--- config.mk ---
export PLATFORM = sky130hd
export DESIGN_NAME = bsg_tag_serializer
export DESIGN_NICKNAME = d
export VERILOG_FILES = /design/src/rtl/bsg_tag_serializer.sv
export SDC_FILE = /design/constraint.sdc
export NUM_CORES = 1
export LEC_CHECK = 0
export CAP_MARGIN = 20
export CORE_UTILIZATION = 31
export DETAILED_ROUTE_END_ITERATION = 8
export HOLD_SLACK_MARGIN = 0.05
export PLACE_DENSITY = 0.56
export SLEW_MARGIN = 15
export SYNTH_ARGS = -nofsm -noshare
export SYNTH_HDL_FRONTEND = slang
export SYNTH_SLANG_ARGS = --single-unit
--- constraint.sdc ---
create_clock -name clk_i -period 5 [get_ports clk_i]
set_input_delay 1 -clock clk_i [delete_from_list [all_inputs] [get_ports clk_i]]
set_output_delay 1 -clock clk_i [all_outputs]
set_load 0.01 [all_outputs]
--- src/rtl/bsg_tag_serializer.sv ---
// Bit-serial bsg_tag transmitter: takes master-reset or addressed client commands on a
// ready/valid port and shifts them out LSB first on a registered tag line.
module bsg_tag_serializer #(
  parameter int els_p               = 4,
  parameter int lg_width_p          = 4,
  parameter int max_payload_width_p = 16,
  parameter int master_reset_ones_p = 64,
  parameter int gap_cycles_p        = 1,
  localparam int id_w = (els_p == 1) ? 1 : $clog2(els_p)
) (
  input  logic                           clk_i,
  input  logic                           reset_n_i,
  input  logic                           cmd_v_i,
  output logic                           cmd_ready_and_o,
  input  logic                           cmd_master_reset_i,
  input  logic [id_w-1:0]                cmd_node_id_i,
  input  logic                           cmd_data_not_reset_i,
  input  logic [lg_width_p-1:0]          cmd_len_i,
  input  logic [max_payload_width_p-1:0] cmd_payload_i,
  output logic                           tag_data_o,
  output logic                           busy_o
);

  localparam int len_span  = 1 << lg_width_p;
  localparam int max_a     = (master_reset_ones_p > len_span) ? master_reset_ones_p : len_span;
  localparam int max_cnt   = (max_a > gap_cycles_p) ? max_a : gap_cycles_p;
  localparam int cnt_w     = $clog2(max_cnt + 1);
  localparam int fld_w     = (id_w > lg_width_p) ? id_w : lg_width_p;

  localparam logic [cnt_w-1:0] cnt_one     = cnt_w'(1);
  localparam logic [cnt_w-1:0] mreset_load = cnt_w'(master_reset_ones_p - 1);
  localparam logic [cnt_w-1:0] id_load     = cnt_w'(id_w - 1);
  localparam logic [cnt_w-1:0] len_load    = cnt_w'(lg_width_p - 1);
  localparam logic [cnt_w-1:0] gap_load    = cnt_w'(gap_cycles_p - 1);

  typedef enum logic [2:0] {
    IDLE, MRESET, START, ID, NR, LEN, PAY, GAP
  } state_e;

  state_e                         state_r, state_n;
  logic [cnt_w-1:0]               cnt_r, cnt_n;
  logic [fld_w-1:0]               fld_r, fld_n;
  logic [max_payload_width_p-1:0] pay_r, pay_n;
  logic                           nr_r, nr_n;
  logic [lg_width_p-1:0]          len_r, len_n;
  logic                           tag_r, tag_n;
  logic                           cnt_last;

  assign cnt_last        = (cnt_r == '0);
  assign cmd_ready_and_o = (state_r == IDLE);
  assign busy_o          = (state_r != IDLE);
  assign tag_data_o      = tag_r;

  // The counter holds "cycles remaining in this state minus one"; tag_n is the bit
  // that belongs to the state being entered, so the line is always register-driven.
  always_comb begin
    state_n = state_r;
    cnt_n   = cnt_r;
    fld_n   = fld_r;
    pay_n   = pay_r;
    nr_n    = nr_r;
    len_n   = len_r;
    tag_n   = 1'b0;
    unique case (state_r)
      IDLE: begin
        if (cmd_v_i && cmd_ready_and_o) begin
          fld_n = fld_w'(cmd_node_id_i);
          nr_n  = cmd_data_not_reset_i;
          len_n = cmd_len_i;
          pay_n = cmd_payload_i;
          tag_n = 1'b1;
          if (cmd_master_reset_i) begin
            state_n = MRESET;
            cnt_n   = mreset_load;
          end else begin
            state_n = START;
            cnt_n   = '0;
          end
        end
      end
      MRESET: begin
        if (cnt_last) begin
          state_n = GAP;
          cnt_n   = gap_load;
        end else begin
          cnt_n = cnt_r - cnt_one;
          tag_n = 1'b1;
        end
      end
      START: begin
        state_n = ID;
        cnt_n   = id_load;
        tag_n   = fld_r[0];
        fld_n   = fld_r >> 1;
      end
      ID: begin
        if (cnt_last) begin
          // The field register is reused for the length once the id is out.
          state_n = NR;
          cnt_n   = '0;
          tag_n   = nr_r;
          fld_n   = fld_w'(len_r);
        end else begin
          cnt_n = cnt_r - cnt_one;
          tag_n = fld_r[0];
          fld_n = fld_r >> 1;
        end
      end
      NR: begin
        state_n = LEN;
        cnt_n   = len_load;
        tag_n   = fld_r[0];
        fld_n   = fld_r >> 1;
      end
      LEN: begin
        if (cnt_last) begin
          if (len_r == '0) begin
            state_n = GAP;
            cnt_n   = gap_load;
          end else begin
            state_n = PAY;
            cnt_n   = cnt_w'(len_r) - cnt_one;
            tag_n   = pay_r[0];
            pay_n   = pay_r >> 1;
          end
        end else begin
          cnt_n = cnt_r - cnt_one;
          tag_n = fld_r[0];
          fld_n = fld_r >> 1;
        end
      end
      PAY: begin
        // Zeros shifted in from the top cover lengths beyond the payload width.
        if (cnt_last) begin
          state_n = GAP;
          cnt_n   = gap_load;
        end else begin
          cnt_n = cnt_r - cnt_one;
          tag_n = pay_r[0];
          pay_n = pay_r >> 1;
        end
      end
      GAP: begin
        if (cnt_last) begin
          state_n = IDLE;
          cnt_n   = '0;
        end else begin
          cnt_n = cnt_r - cnt_one;
        end
      end
      default: begin
        state_n = IDLE;
        cnt_n   = '0;
      end
    endcase
  end

  always_ff @(posedge clk_i or negedge reset_n_i) begin
    if (!reset_n_i) begin
      state_r <= IDLE;
      cnt_r   <= '0;
      fld_r   <= '0;
      pay_r   <= '0;
      nr_r    <= 1'b0;
      len_r   <= '0;
      tag_r   <= 1'b0;
    end else begin
      state_r <= state_n;
      cnt_r   <= cnt_n;
      fld_r   <= fld_n;
      pay_r   <= pay_n;
      nr_r    <= nr_n;
      len_r   <= len_n;
      tag_r   <= tag_n;
    end
  end

endmodule

Word-level counts from Yosys, hierarchy flattened
Cells that the tools add are included.
Word-level totals
  register bits after elaboration: 36
  input port bits: 27
  output and inout bits: 3
  word-level logic and storage cells: 68
Operators by class
  $add $sub $neg: 2
  equal/unequal tests: 15
  multiplexer cells: 30
  reduce and logical (&&, ||, !) cells: 14
Operators by type and width (count)
  $mux W16: 4
  $pmux W16 S3: 1
  $pmux W7 S5: 1
  $mux W7: 4
  $pmux W3 S7: 1
  $pmux W4 S4: 1
  $mux W3: 5
  $eq A3 B3 Y1 const B: 4
  $mux W4: 3
  $ne A2 B2 Y1 const B: 6
  $reduce_and A5 Y1: 2
  $logic_not A7 Y1: 1
  $mux W1: 7
  $sub A7 B1 Y7 const B: 1
  $eq A3 B2 Y1 const B: 2
  $mux W6: 1
  $pmux W1 S6: 1
  $reduce_bool A3 Y1: 2
  $sub A4 B1 Y5 const B: 1
  $logic_not A4 Y1: 1
  $ne A2 B1 Y1 const B: 2
  $reduce_bool A4 Y1: 1
  $reduce_or A2 Y1: 2
  $reduce_or A4 Y1: 1
  other kinds (6): 6

Logic depth before layout (Yosys ltp)
  depth after elaboration: 4
  mapped depth: 9
  mapped depth without buffers: 8

Worst setup path after synthesis
No wires, ideal clock.
  path kind: reg2reg
  start point: register state_r[0]
  end point: register pay_r[10]
  setup time: 0.125 ns
  arrival time: 2.150 ns
  slack: 2.725 ns
  stages on the path, launching flop included: 8
  path buffers: 2
  period minus slack after synthesis: 2.275 ns
  cell sequence: dfrtp_1 > inv_1 > ha_1 > clkbuf_1 > o21ai_1 > buf_2 > mux2_2 > mux2_4
On the way
  longest elaborated chain between the ends: 4
RTL lines
  start: declaration: line 40  | state_e state_r, state_n;
  start signal: assignment: line 168  | state_r <= state_n;
  $logic_not A3 Y1: line 50, 64
  $logic_and A1 B1 Y1: line 66  | if (cmd_v_i && cmd_ready_and_o) begin
  $ne A2 B1 Y1 (no line)
  $reduce_and A5 Y1 (no line)
  end signal: assignment: line 171  | pay_r <= pay_n;
  end: declaration: line 43  | logic [max_payload_width_p-1:0] pay_r, pay_n;
Parallel ways exist; a longest one is shown, timed or not.
A chain may end at the register's enable or synchronous reset.

Worst setup path after layout
  start point: register state_r[0]
  end point: output cmd_ready_and_o
On the way
  longest elaborated chain between the ends: 1
RTL lines
  $logic_not A3 Y1: line 50  | assign cmd_ready_and_o = (state_r == IDLE);
  end: declaration: line 14  | output logic cmd_ready_and_o,
No other way between the ends.

==> results.sh <==
export IMPL_slew_headroom_pct=37.8
export IMPL_cts_tree="done"
export IMPL_final_util_pct=38.4
export IMPL_rows=30
export IMPL_syn_inst=211
export IMPL_fmax_mhz=332
export IMPL_ys_ff_latch=36
export IMPL_routed_wirelength_um=4650
export IMPL_gp_congestion=0.765
export IMPL_finalHoldViolCount=0
export IMPL_critPathBufInv=3
export IMPL_postLayoutCellArea_um2=2620
export IMPL_end_kind="output port"
export IMPL_clkSlewWorstSetupHoldPaths_ps=80
export IMPL_netlist_top_cell_by_area="dfrtp_1"
export IMPL_async_reset_ff_share_pct=100
export IMPL_viasPerCell=4.99
export IMPL_drv_slew=0
export IMPL_cts_resized=0
export IMPL_cts_setup_buffers=0
export IMPL_layout_common_cells="dfrtp_1 (36), clkdlybuf4s50_1 (28), nand2_1 (21), mux2_2 (21), o21ai_0 (12)"
export IMPL_dr_pass1_iters=4
export IMPL_clockBufferDepth=2
export IMPL_clk_latency_ps=290
export IMPL_coreArea_um2=6830
export IMPL_path_max_fanout=7
export IMPL_hold_class="flop to flop"
export IMPL_cts_buffers=5
export IMPL_diodes=0
export IMPL_fill_cells=706
export IMPL_cp_arrival_ps=2010
export IMPL_boundaryPins=30
export IMPL_worst_path_largest_cell_delay_ps=550
export IMPL_cts_hold_buf=0
export IMPL_syn_to_final_growth_pct=19.4
export IMPL_antenna_found_initial=0
export IMPL_critPathKind="flop to output port"
export IMPL_drv_cap=0
export IMPL_start_kind="flop"
export IMPL_clockRootBuffer="clkbuf_8"
export IMPL_grt_pass1_vias=1707
export IMPL_grt_first_pass_wirelength_um=8180
export IMPL_hpwl_um=3250
export IMPL_finalSetupViolations=0
export IMPL_placed_area_um2=2540
export IMPL_portBuffers=29
export IMPL_grt_setup_unrepaired="false"
export IMPL_yosysTopAreaCellShare_pct=41.0
export IMPL_drive_above_1_share_pct=16.8
export IMPL_clock_skew_ps=14.9
export IMPL_ant_nets=0
export IMPL_avgSynthCellArea_um2=10.4
export IMPL_p_per_area_nw_per_um2=606
export IMPL_yosys_top_cells_area="dfrtp_1 (41%), mux2_2 (11%), mux2_4 (6.2%)"
export IMPL_vias=1667
export IMPL_syn_nets=244
export IMPL_drc_errors=0
export IMPL_yosysSeqAreaShare_pct=41.0
export IMPL_ys_warn_count=0
export IMPL_fin_ws_ps=1990
export IMPL_cp_cell_sequence="inv_1 > ha_1 > nand2b_1 > inv_1 > clkdlybuf4s50_1"
export IMPL_die_x_um=86.1
export IMPL_dieArea_um2=7420
export IMPL_start_util_pct=32.1
export IMPL_irDropWorstVdd_mv=0.187
export IMPL_tns_ps=0
export IMPL_htree_levels=2
export IMPL_fin_nets=271
export IMPL_worst_slew_pin_slew_ps=933
export IMPL_synthFlopType="dfrtp_1"
export IMPL_drt_first_iter_violations=136
export IMPL_place_ws_ps=1880
export IMPL_p_leak_nw=1.12
export IMPL_hold_ws_ps=489
export IMPL_seq_area_um2=901
export IMPL_grt_overflow=0
export IMPL_die_h_um=86.1
export IMPL_grt_max_degree=37
export IMPL_cpMostUsedCell="inv_1"
export IMPL_crit_family="buffers and inverters"
export IMPL_clock_sinks=36
export IMPL_required_ps=4000
export IMPL_wire_per_inst_um=13.9
export IMPL_synthDistinctLibCells=52
export IMPL_multi_input_area_um2=1190
export IMPL_layout_min_cycle_time_ps=3010
export IMPL_grt_util_all_layers_pct=14.1
export IMPL_syn_area_um2=2190
export IMPL_status="finished clean"
export IMPL_crit_path_top_delay_cell="clkdlybuf4s50_1"
export IMPL_synth_edf_count=0
export IMPL_layout_commonest_cell="dfrtp_1"
export IMPL_min_period_over_period_pct=60.3
stage by stage:
| step | power (mW) | std cells |
|---|---|---|
| after floorplan | 1.21 | 211 |
| after global placement | 1.38 | 327 |
| after detailed placement | 1.39 | 327 |
| after CTS | 1.60 | 334 |
| after global routing | 1.75 | 334 |
| final | 1.59 | 334 |
metal layers:
metal | track usage (%) | vias up | wire length, um
met2 | 22.7 | 35 | 2160
li1 | - | 827 | -
met3 | 3.46 | 8 | 190
met4 | 5.00 | 0 | 59
met1 | 18.4 | 797 | 2240
met5 | 0 | - | 0
path summary, 6_finish.rpt:
check	from	end	slack, ps	cells after the start
worst max-delay path	state_r[0]$_DFFE_PN0P_	cmd_ready_and_o	1990	5
worst min-delay path	pay_r[1]$_DFFE_PN0P_	pay_r[1]$_DFFE_PN0P_	490	1
worst max register to register	cnt_r[0]$_DFFE_PN0P_	pay_r[13]$_DFFE_PN0P_	2150	6
worst min register to register	pay_r[1]$_DFFE_PN0P_	pay_r[1]$_DFFE_PN0P_	490	1
max in group asynchronous	reset_n_i	pay_r[3]$_DFFE_PN0P_	3690	1
min in group asynchronous	reset_n_i	state_r[0]$_DFFE_PN0P_	780	1
report_power, final:
part	internal [mW]	switching, mW	total [mW]	leakage [nW]
clock network	0.0948	0.103	0.198	0.0410
registers	0.437	0.123	0.560	0.436
logic	0.422	0.407	0.829	0.645
total	0.954	0.633	1.59	1.12
synth_stat cells (all sizes together), types with 2 or more instances:
library cell,count
a22o,4
dfrtp,36
inv,9
ha,6
a21oi,9
mux2i,2
or2,2
o211ai,2
o21ai,14
nand2b,2
nand2,21
mux2,36
buf,6
nor2b,5
nor3,4
clkbuf,4
nand3,4
a2bb2oi,4
nor2,12
a211oi,2
o2bb2ai,2
nor3b,2
and3,2
cells by family after synthesis:
family / Yosys count / share of synthesized area (%)
AO/OA/AOI/OAI: 50 / 15.6
flip-flops: 36 / 41.0
adder cells (fa/ha/maj): 6 / 3.42
multiplexers: 38 / 20.9
AND/OR/NAND/NOR: 62 / 14.5
buffers and inverters: 19 / 4.50
layout make-up:
class / instances / share of cell area, %
Inverter: 9 / 1.29
Sequential cell: 36 / 34.4
Clock buffer: 6 / 2.77
Tap cell: 96 / 4.58
Multi-Input combinational cell: 156 / 45.6
Clock inverter: 1 / 0.191
Timing Repair Buffer: 30 / 11.2
state kept, by name, summed over array words and instances (netlist names):
name	cells
cnt_r	7
fld_r	4
len_r	4
nr_r	1
pay_r	16
state_r	3
tag_data_o	1
worst register-to-register path, cell delays in order (launching register included):
cell,delay [ps]
dfrtp_1,410
inv_1,120
ha_1,170
nand4b_1,410
or4_1,670
and3_1,500
mux2_1,450
Power figures use the tool's default switching activity.
